<file path="config.mk">
export PLATFORM = sky130hd
export DESIGN_NAME = alu_arbiter_flat
export DESIGN_NICKNAME = d
export VERILOG_FILES = /design/src/rtl/alu_arbiter_pkg.sv /design/src/rtl/alu_arbiter_if.sv /design/src/rtl/alu_grant_sel.sv /design/src/rtl/alu_arbiter.sv /design/src/flat_wrapper.sv
export SDC_FILE = /design/constraint.sdc
export NUM_CORES = 1
export LEC_CHECK = 0
export CAP_MARGIN = 20
export CORE_AREA = 2 2 163 165
export CTS_CLUSTER_DIAMETER = 100
export DETAILED_ROUTE_END_ITERATION = 8
export DIE_AREA = 0 0 165 167
export GPL_ROUTABILITY_DRIVEN = 0
export PLACE_DENSITY = 0.68
export SYNTH_ARGS = -nofsm -noshare
export SYNTH_HDL_FRONTEND = slang
export SYNTH_SLANG_ARGS = --single-unit
</file>
<file path="constraint.sdc">
create_clock -name clk -period 1.66 [get_ports clk]
set_input_delay 0.249 -clock clk [delete_from_list [all_inputs] [get_ports clk]]
set_output_delay 0.249 -clock clk [all_outputs]
set_load 0.005 [all_outputs]
</file>
<file path="src/rtl/alu_arbiter_pkg.sv">
// Shared types and constants for the ALU arbiter: FSM state, ALU control/flag widths,
// requester-count bound and a lowest-set-bit helper used by the grant selector.
package alu_arbiter_pkg;

  localparam int ALU_CTRL_W  = 3;
  localparam int ALU_FLAGS_W = 4;
  localparam int NREQ_MAX    = 8;

  typedef enum logic [1:0] {
    IDLE = 2'd0,
    EXEC = 2'd1,
    RESP = 2'd2
  } arb_state_t;

  // Two's-complement trick: v & -v keeps only the lowest set bit.
  function automatic logic [NREQ_MAX-1:0] lowest_one(input logic [NREQ_MAX-1:0] v);
    return v & (~v + NREQ_MAX'(1));
  endfunction

endpackage

</file>
<file path="src/rtl/alu_arbiter_if.sv">
// Requester-side handshakes plus the ALU operand/result bus of the arbiter.
// slave = arbiter view, master = requesters and ALU driving the arbiter.
interface alu_arbiter_if #(
  parameter int WIDTH = 32,
  parameter int NREQ  = 4
);
  import alu_arbiter_pkg::*;

  logic [NREQ-1:0]                 req_valid;
  logic [NREQ-1:0]                 req_ready;
  logic [NREQ-1:0][WIDTH-1:0]      req_op1;
  logic [NREQ-1:0][WIDTH-1:0]      req_op2;
  logic [NREQ-1:0][ALU_CTRL_W-1:0] req_ctrl;
  logic [NREQ-1:0]                 rsp_valid;
  logic [NREQ-1:0]                 rsp_ready;
  logic [WIDTH-1:0]                rsp_result;
  logic [ALU_FLAGS_W-1:0]          rsp_flags;
  logic [WIDTH-1:0]                alu_op1;
  logic [WIDTH-1:0]                alu_op2;
  logic [ALU_CTRL_W-1:0]           alu_control;
  logic [WIDTH-1:0]                alu_result;
  logic [ALU_FLAGS_W-1:0]          alu_flags;

  modport slave (
    input  req_valid, req_op1, req_op2, req_ctrl, rsp_ready, alu_result, alu_flags,
    output req_ready, rsp_valid, rsp_result, rsp_flags, alu_op1, alu_op2, alu_control
  );

  modport master (
    output req_valid, req_op1, req_op2, req_ctrl, rsp_ready, alu_result, alu_flags,
    input  req_ready, rsp_valid, rsp_result, rsp_flags, alu_op1, alu_op2, alu_control
  );

endinterface

</file>
<file path="src/rtl/alu_grant_sel.sv">
// Combinational one-hot grant. ALU_ARBITER_RR_EN selects round-robin after the one-hot
// last-grant pointer; otherwise fixed priority with the lowest index winning.
module alu_grant_sel
  import alu_arbiter_pkg::*;
#(
  parameter int NREQ = 4
) (
  input  logic [NREQ-1:0] req_valid_i,
`ifdef ALU_ARBITER_RR_EN
  input  logic [NREQ-1:0] ptr_i,
`endif
  output logic [NREQ-1:0] grant_o
);

`ifdef ALU_ARBITER_RR_EN
  logic [NREQ-1:0] above_ptr;
  logic [NREQ-1:0] upper_req;
  logic [NREQ-1:0] search;

  // Bits strictly above the pointer; empty when the pointer sits on the top requester.
  assign above_ptr = ~((ptr_i << 1) - NREQ'(1));
  assign upper_req = req_valid_i & above_ptr;
  assign search    = (|upper_req) ? upper_req : req_valid_i;
  assign grant_o   = NREQ'(lowest_one(NREQ_MAX'(search)));
`else
  assign grant_o   = NREQ'(lowest_one(NREQ_MAX'(req_valid_i)));
`endif

endmodule

</file>
<file path="src/rtl/alu_arbiter.sv">
// Shares one combinational ALU among NREQ requesters: accept, drive ALU, capture, respond.
// ALU_ARBITER_RR_EN enables round-robin arbitration with a last-grant pointer.
module alu_arbiter
  import alu_arbiter_pkg::*;
#(
  parameter int WIDTH = 32,
  parameter int NREQ  = 4
) (
  input  logic          clk,
  input  logic          reset,
  alu_arbiter_if.slave  bus
);

  localparam int SEL_W = 2 * WIDTH + ALU_CTRL_W;

  arb_state_t             state_q, state_d;
  logic [NREQ-1:0]        grant;
  logic [NREQ-1:0]        gnt_q;
  logic [NREQ-1:0]        rsp_valid_q;
  logic [WIDTH-1:0]       alu_op1_q, alu_op2_q, rsp_result_q;
  logic [ALU_CTRL_W-1:0]  alu_ctrl_q;
  logic [ALU_FLAGS_W-1:0] rsp_flags_q;
  logic [SEL_W-1:0][NREQ-1:0] sel_cols;
  logic [SEL_W-1:0]       sel_word;
  logic                   accept;
  logic                   rsp_done;

`ifdef ALU_ARBITER_RR_EN
  logic [NREQ-1:0]        ptr_q;
`endif

  alu_grant_sel #(.NREQ(NREQ)) u_grant_sel (
    .req_valid_i (bus.req_valid),
`ifdef ALU_ARBITER_RR_EN
    .ptr_i       (ptr_q),
`endif
    .grant_o     (grant)
  );

  // AND-OR operand mux keyed by the one-hot grant, built bit-column by bit-column.
  for (genvar gi = 0; gi < NREQ; gi++) begin : g_req
    logic [SEL_W-1:0] req_word;
    assign req_word = {bus.req_ctrl[gi], bus.req_op2[gi], bus.req_op1[gi]};
    for (genvar gb = 0; gb < SEL_W; gb++) begin : g_bit
      assign sel_cols[gb][gi] = grant[gi] & req_word[gb];
    end
  end

  for (genvar gb = 0; gb < SEL_W; gb++) begin : g_or
    assign sel_word[gb] = |sel_cols[gb];
  end

  assign accept   = |(bus.req_valid & bus.req_ready);
  assign rsp_done = |(rsp_valid_q & bus.rsp_ready);

  always_ff @(posedge clk) begin
    if (!reset) begin
      state_q <= IDLE;
    end else begin
      state_q <= state_d;
    end
  end

  always_comb begin
    state_d = state_q;
    case (state_q)
      IDLE:    if (accept)   state_d = EXEC;
      EXEC:                  state_d = RESP;
      RESP:    if (rsp_done) state_d = IDLE;
      default:               state_d = IDLE;
    endcase
  end

  // Grant is only offered while idle and out of reset.
  always_comb begin
    bus.req_ready = '0;
    if (reset && state_q == IDLE) begin
      bus.req_ready = grant;
    end
  end

  always_ff @(posedge clk) begin
    if (!reset) begin
      gnt_q        <= '0;
      rsp_valid_q  <= '0;
      alu_op1_q    <= '0;
      alu_op2_q    <= '0;
      alu_ctrl_q   <= '0;
      rsp_result_q <= '0;
      rsp_flags_q  <= '0;
    end else begin
      if (accept) begin
        {alu_ctrl_q, alu_op2_q, alu_op1_q} <= sel_word;
        gnt_q <= bus.req_ready;
      end
      if (state_q == EXEC) begin
        rsp_result_q <= bus.alu_result;
        rsp_flags_q  <= bus.alu_flags;
        rsp_valid_q  <= gnt_q;
      end else if (rsp_done) begin
        rsp_valid_q  <= '0;
      end
    end
  end

`ifdef ALU_ARBITER_RR_EN
  // Starting on the top requester makes requester 0 first after reset.
  always_ff @(posedge clk) begin
    if (!reset) begin
      ptr_q <= NREQ'(1) << (NREQ - 1);
    end else if (rsp_done) begin
      ptr_q <= gnt_q;
    end
  end
`endif

  assign bus.rsp_valid   = rsp_valid_q;
  assign bus.rsp_result  = rsp_result_q;
  assign bus.rsp_flags   = rsp_flags_q;
  assign bus.alu_op1     = alu_op1_q;
  assign bus.alu_op2     = alu_op2_q;
  assign bus.alu_control = alu_ctrl_q;

endmodule

</file>
<file path="src/flat_wrapper.sv">
// flat-port wrapper written by rule: the top's interface ports become plain ports
module alu_arbiter_flat import alu_arbiter_pkg::*;
#(
  parameter int WIDTH = 32,
  parameter int NREQ  = 4
)
  (clk, reset, bus_req_valid, bus_req_op1, bus_req_op2, bus_req_ctrl, bus_rsp_ready, bus_alu_result, bus_alu_flags, bus_req_ready, bus_rsp_valid, bus_rsp_result, bus_rsp_flags, bus_alu_op1, bus_alu_op2, bus_alu_control);
  alu_arbiter_if #(.WIDTH(WIDTH), .NREQ(NREQ)) bus_i ();
  input  logic clk;
  input  logic reset;
  input wire logic [$bits(bus_i.req_valid)-1:0] bus_req_valid;
  input wire logic [$bits(bus_i.req_op1)-1:0] bus_req_op1;
  input wire logic [$bits(bus_i.req_op2)-1:0] bus_req_op2;
  input wire logic [$bits(bus_i.req_ctrl)-1:0] bus_req_ctrl;
  input wire logic [$bits(bus_i.rsp_ready)-1:0] bus_rsp_ready;
  input wire logic [$bits(bus_i.alu_result)-1:0] bus_alu_result;
  input wire logic [$bits(bus_i.alu_flags)-1:0] bus_alu_flags;
  output wire logic [$bits(bus_i.req_ready)-1:0] bus_req_ready;
  output wire logic [$bits(bus_i.rsp_valid)-1:0] bus_rsp_valid;
  output wire logic [$bits(bus_i.rsp_result)-1:0] bus_rsp_result;
  output wire logic [$bits(bus_i.rsp_flags)-1:0] bus_rsp_flags;
  output wire logic [$bits(bus_i.alu_op1)-1:0] bus_alu_op1;
  output wire logic [$bits(bus_i.alu_op2)-1:0] bus_alu_op2;
  output wire logic [$bits(bus_i.alu_control)-1:0] bus_alu_control;
  assign bus_i.req_valid = bus_req_valid;
  assign bus_i.req_op1 = bus_req_op1;
  assign bus_i.req_op2 = bus_req_op2;
  assign bus_i.req_ctrl = bus_req_ctrl;
  assign bus_i.rsp_ready = bus_rsp_ready;
  assign bus_i.alu_result = bus_alu_result;
  assign bus_i.alu_flags = bus_alu_flags;
  assign bus_req_ready = bus_i.req_ready;
  assign bus_rsp_valid = bus_i.rsp_valid;
  assign bus_rsp_result = bus_i.rsp_result;
  assign bus_rsp_flags = bus_i.rsp_flags;
  assign bus_alu_op1 = bus_i.alu_op1;
  assign bus_alu_op2 = bus_i.alu_op2;
  assign bus_alu_control = bus_i.alu_control;
  alu_arbiter #(.WIDTH(WIDTH), .NREQ(NREQ)) u_core (.clk(clk), .reset(reset), .bus(bus_i));
endmodule
</file>
==> results.py <==
metrics = {
    "synth": {
        "yosysSeqAreaShare": 0.362,
        "netlist.area_leader.share": 0.362,
        "ys_top_cells_by_area": "dfxtp_1 36%, a21oi_1 14%, a211o_1 9.4%",
        "avgSynthCellArea_sq_um": 8.29,
        "synth.cell_area_sq_mm": 0.00625,
        "synthDistinctLibCells": 27,
        "synthCells": 754,
        "yosysTopAreaCell": "dfxtp_1",
        "synth-seq-cells": 113,
        "synthesis.nets": 1068,
        "synth_warnings": 0,
    },
    "drt": {
        "top_layer": "met5",
        "first_pass_iters": 5,
        "viasPerCell": 4.95,
        "dr_wl_met3_um": 2090,
        "met1_length_um": 11200,
        "routed_wirelength_um": 28100,
        "drt_iter0_drc": 390,
        "dr_wl_met2_um": 14000,
        "ant_nets": 0,
        "wl_per_cell_um": 18.7,
        "route.vias.total": 7432,
        "drc_errors": 0,
    },
    "cells_and_area": {
        "mostFrequentLayoutCells": "416 x clkdlybuf4s50_1, 179 x a21oi_1, 111 x dfxtp_1",
        "layout.cells.non_filler": 1501,
        "syn2layout_area_growth_pct": 87.6,
        "multiInputGateArea_sq_mm": 0.00364,
        "drive_gt1_frac": 0.122,
        "register_area_sq_mm": 0.00226,
        "fillers": 2520,
        "fin_nets": 1466,
        "utilization": 0.455,
        "final_common_cell": "clkdlybuf4s50_1",
    },
    "sta": {
        "max_freq_ghz": 0.564,
        "finalSetupTns_ps": -4950,
        "finClkSkew_ps": 12.0,
        "period_share": 1.07,
        "finalSetupViolations": 69,
        "worst_slack_ps": -112,
        "final_hold_viol_count": 0,
        "slew_viol_final": 0,
        "rsz0062_at_grt": "true",
        "worst_slew_pin_slew_ps": 608,
        "relSlewSlack": 0.594,
        "fin_hold_ws_ps": 211,
        "min_period_ps": 1770,
    },
    "grt": {
        "grt_usage": 0.187,
        "antenna_found_initial": 2,
        "grt_max_degree": 89,
        "grt_pass1_wl_um": 40500,
        "first_global_vias": 7177,
        "grt_overflow": 0,
    },
    "clock_tree": {
        "cts_sinks": 113,
        "clock_path_buffers": 2,
        "numCtsBuffers": 17,
        "htree_levels": 4,
        "clk_latency_ps": 410,
        "cts_root_buffer": "clkbuf_16",
        "cts_tree": "built",
        "hold_buffers": 0,
        "clk_pin_slew_ps": 60,
    },
    "floorplanning": {
        "initial_utilization": 0.243,
        "core_area_sq_mm": 0.0258,
        "die_y_um": 167,
        "die_area_sq_mm": 0.0276,
        "die_w_um": 165,
        "io_pins": 425,
        "row_count": 59,
    },
    "setup_path": {
        "critPathArrivalTime_ps": 2070,
        "r2r_setup_slack_ps": -110,
        "crit_path_start_kind": "register",
        "crit_fanout": 21,
        "crit_required_ps": 1960,
        "setup.worst_path.class": "register to register",
        "endpoint_kind": "register",
    },
    "power_and_ir_drop": {
        "p_per_area_mw_per_mm2": 843,
        "peakVddDrop_mv": 0.572,
        "leakagePower_nw": 4.38,
    },
    "status": {
        "status": "finished with violations",
        "failed_checks": "setup timing",
    },
    "placement": {
        "post-place-ws_ps": -533,
        "hpwl_um": 20000,
        "portBuffers": 424,
        "dpl.cell_count": 1463,
    },
    "flow_run": {
        "max-cap-violations": 0,
    },
    "min_path": {
        "min_path_type": "primary input to register",
    },
}
==> final cells by class <==
type                       instances  area share
antenna                            1    0.000213
clock buffer                      18      0.0374
clock inverter                    14      0.0154
inverter                           5     0.00160
multi-input combinational        547       0.311
sequential                       113       0.193
tap                              335      0.0357
timing repair buffer             468       0.406
==> metrics by stage <==
stage               area, sq um  power (mW)
floorplan                  6250        4.24
CTS                       11600        9.93
global route              11700        10.4
global placement          11000        5.93
detailed placement        11000        5.96
finish                    11700        9.89
==> layer usage <==
| metal | up-vias | global-route usage |
|---|---|---|
| met5 | - | 0 |
| met4 | 2 | 0.0601 |
| met3 | 42 | 0.0526 |
| met2 | 313 | 0.331 |
| met1 | 3476 | 0.217 |
| li1 | 3599 | - |
==> repair_timing <==
action | CTS | global route
endpoints found under the setup margin | 71 | 71
pin swaps | 2 | 1
gates cloned | 0 | 3
setup buffers | 2 | 0
resized for setup | 23 | 5
==> power breakdown <==
group	total (mW)	internal, mW	switching, mW
clock	3.91	2.43	1.48
sequential	3.15	2.99	0.156
combinational	2.83	1.77	1.07
total	9.89	7.19	2.70
==> critical path: stages (launching register included) <==
cell       delay [ps]
dfxtp_2           330
buf_4             140
or3b_4            490
clkbuf_16         240
a211o_1           240
o221a_2           220
==> cell families after synthesis <==
| group | count (synthesis) | share of synthesized area |
|---|---|---|
| compound gates | 319 | 0.363 |
| simple gates | 228 | 0.214 |
| buf+inv | 94 | 0.0604 |
| flops | 113 | 0.362 |
==> state kept, by name, indices dropped and copies added (netlist names) <==
register,flops
u_core.bus.alu_op1,32
u_core.bus.alu_op2,32
u_core.bus.rsp_result,32
u_core.bus.rsp_flags,4
u_core.bus.rsp_valid,4
u_core.gnt_q,4
u_core.bus.alu_control,3
u_core.state_q,2
==> synthesized netlist by cell type <==
master    count
nor3b_1       1
a21oi_1     179
dfxtp_1     113
buf_2        11
or3b_1        1
o221a_2      47
nor2_2        1
nor4b_2       1
nor3_1        1
nand3_1       1
buf_4         3
nand4_1       4
inv_2         1
nand3b_1     68
nand4b_1      1
nand2_1      78
inv_1         4
o221a_1      20
nor2_1        1
buf_1         8
a22oi_1       2
nor2b_1      68
a211o_1      67
nor4_4        1
clkbuf_1     67
nand2b_1      1
o21ai_0       4
==> path summary, 6_finish.rpt <==
kind                     start                       to  cells past startpoint
min reg2reg    u_core.gnt_q[3]  u_core.bus.rsp_valid[3]                      2
max reg2reg  u_core.state_q[0]   u_core.bus.alu_op1[31]                      5
max          u_core.state_q[0]   u_core.bus.alu_op1[31]                      5
min           bus_req_valid[1]          u_core.gnt_q[3]                      4
(Power assumes the default switching activity.)
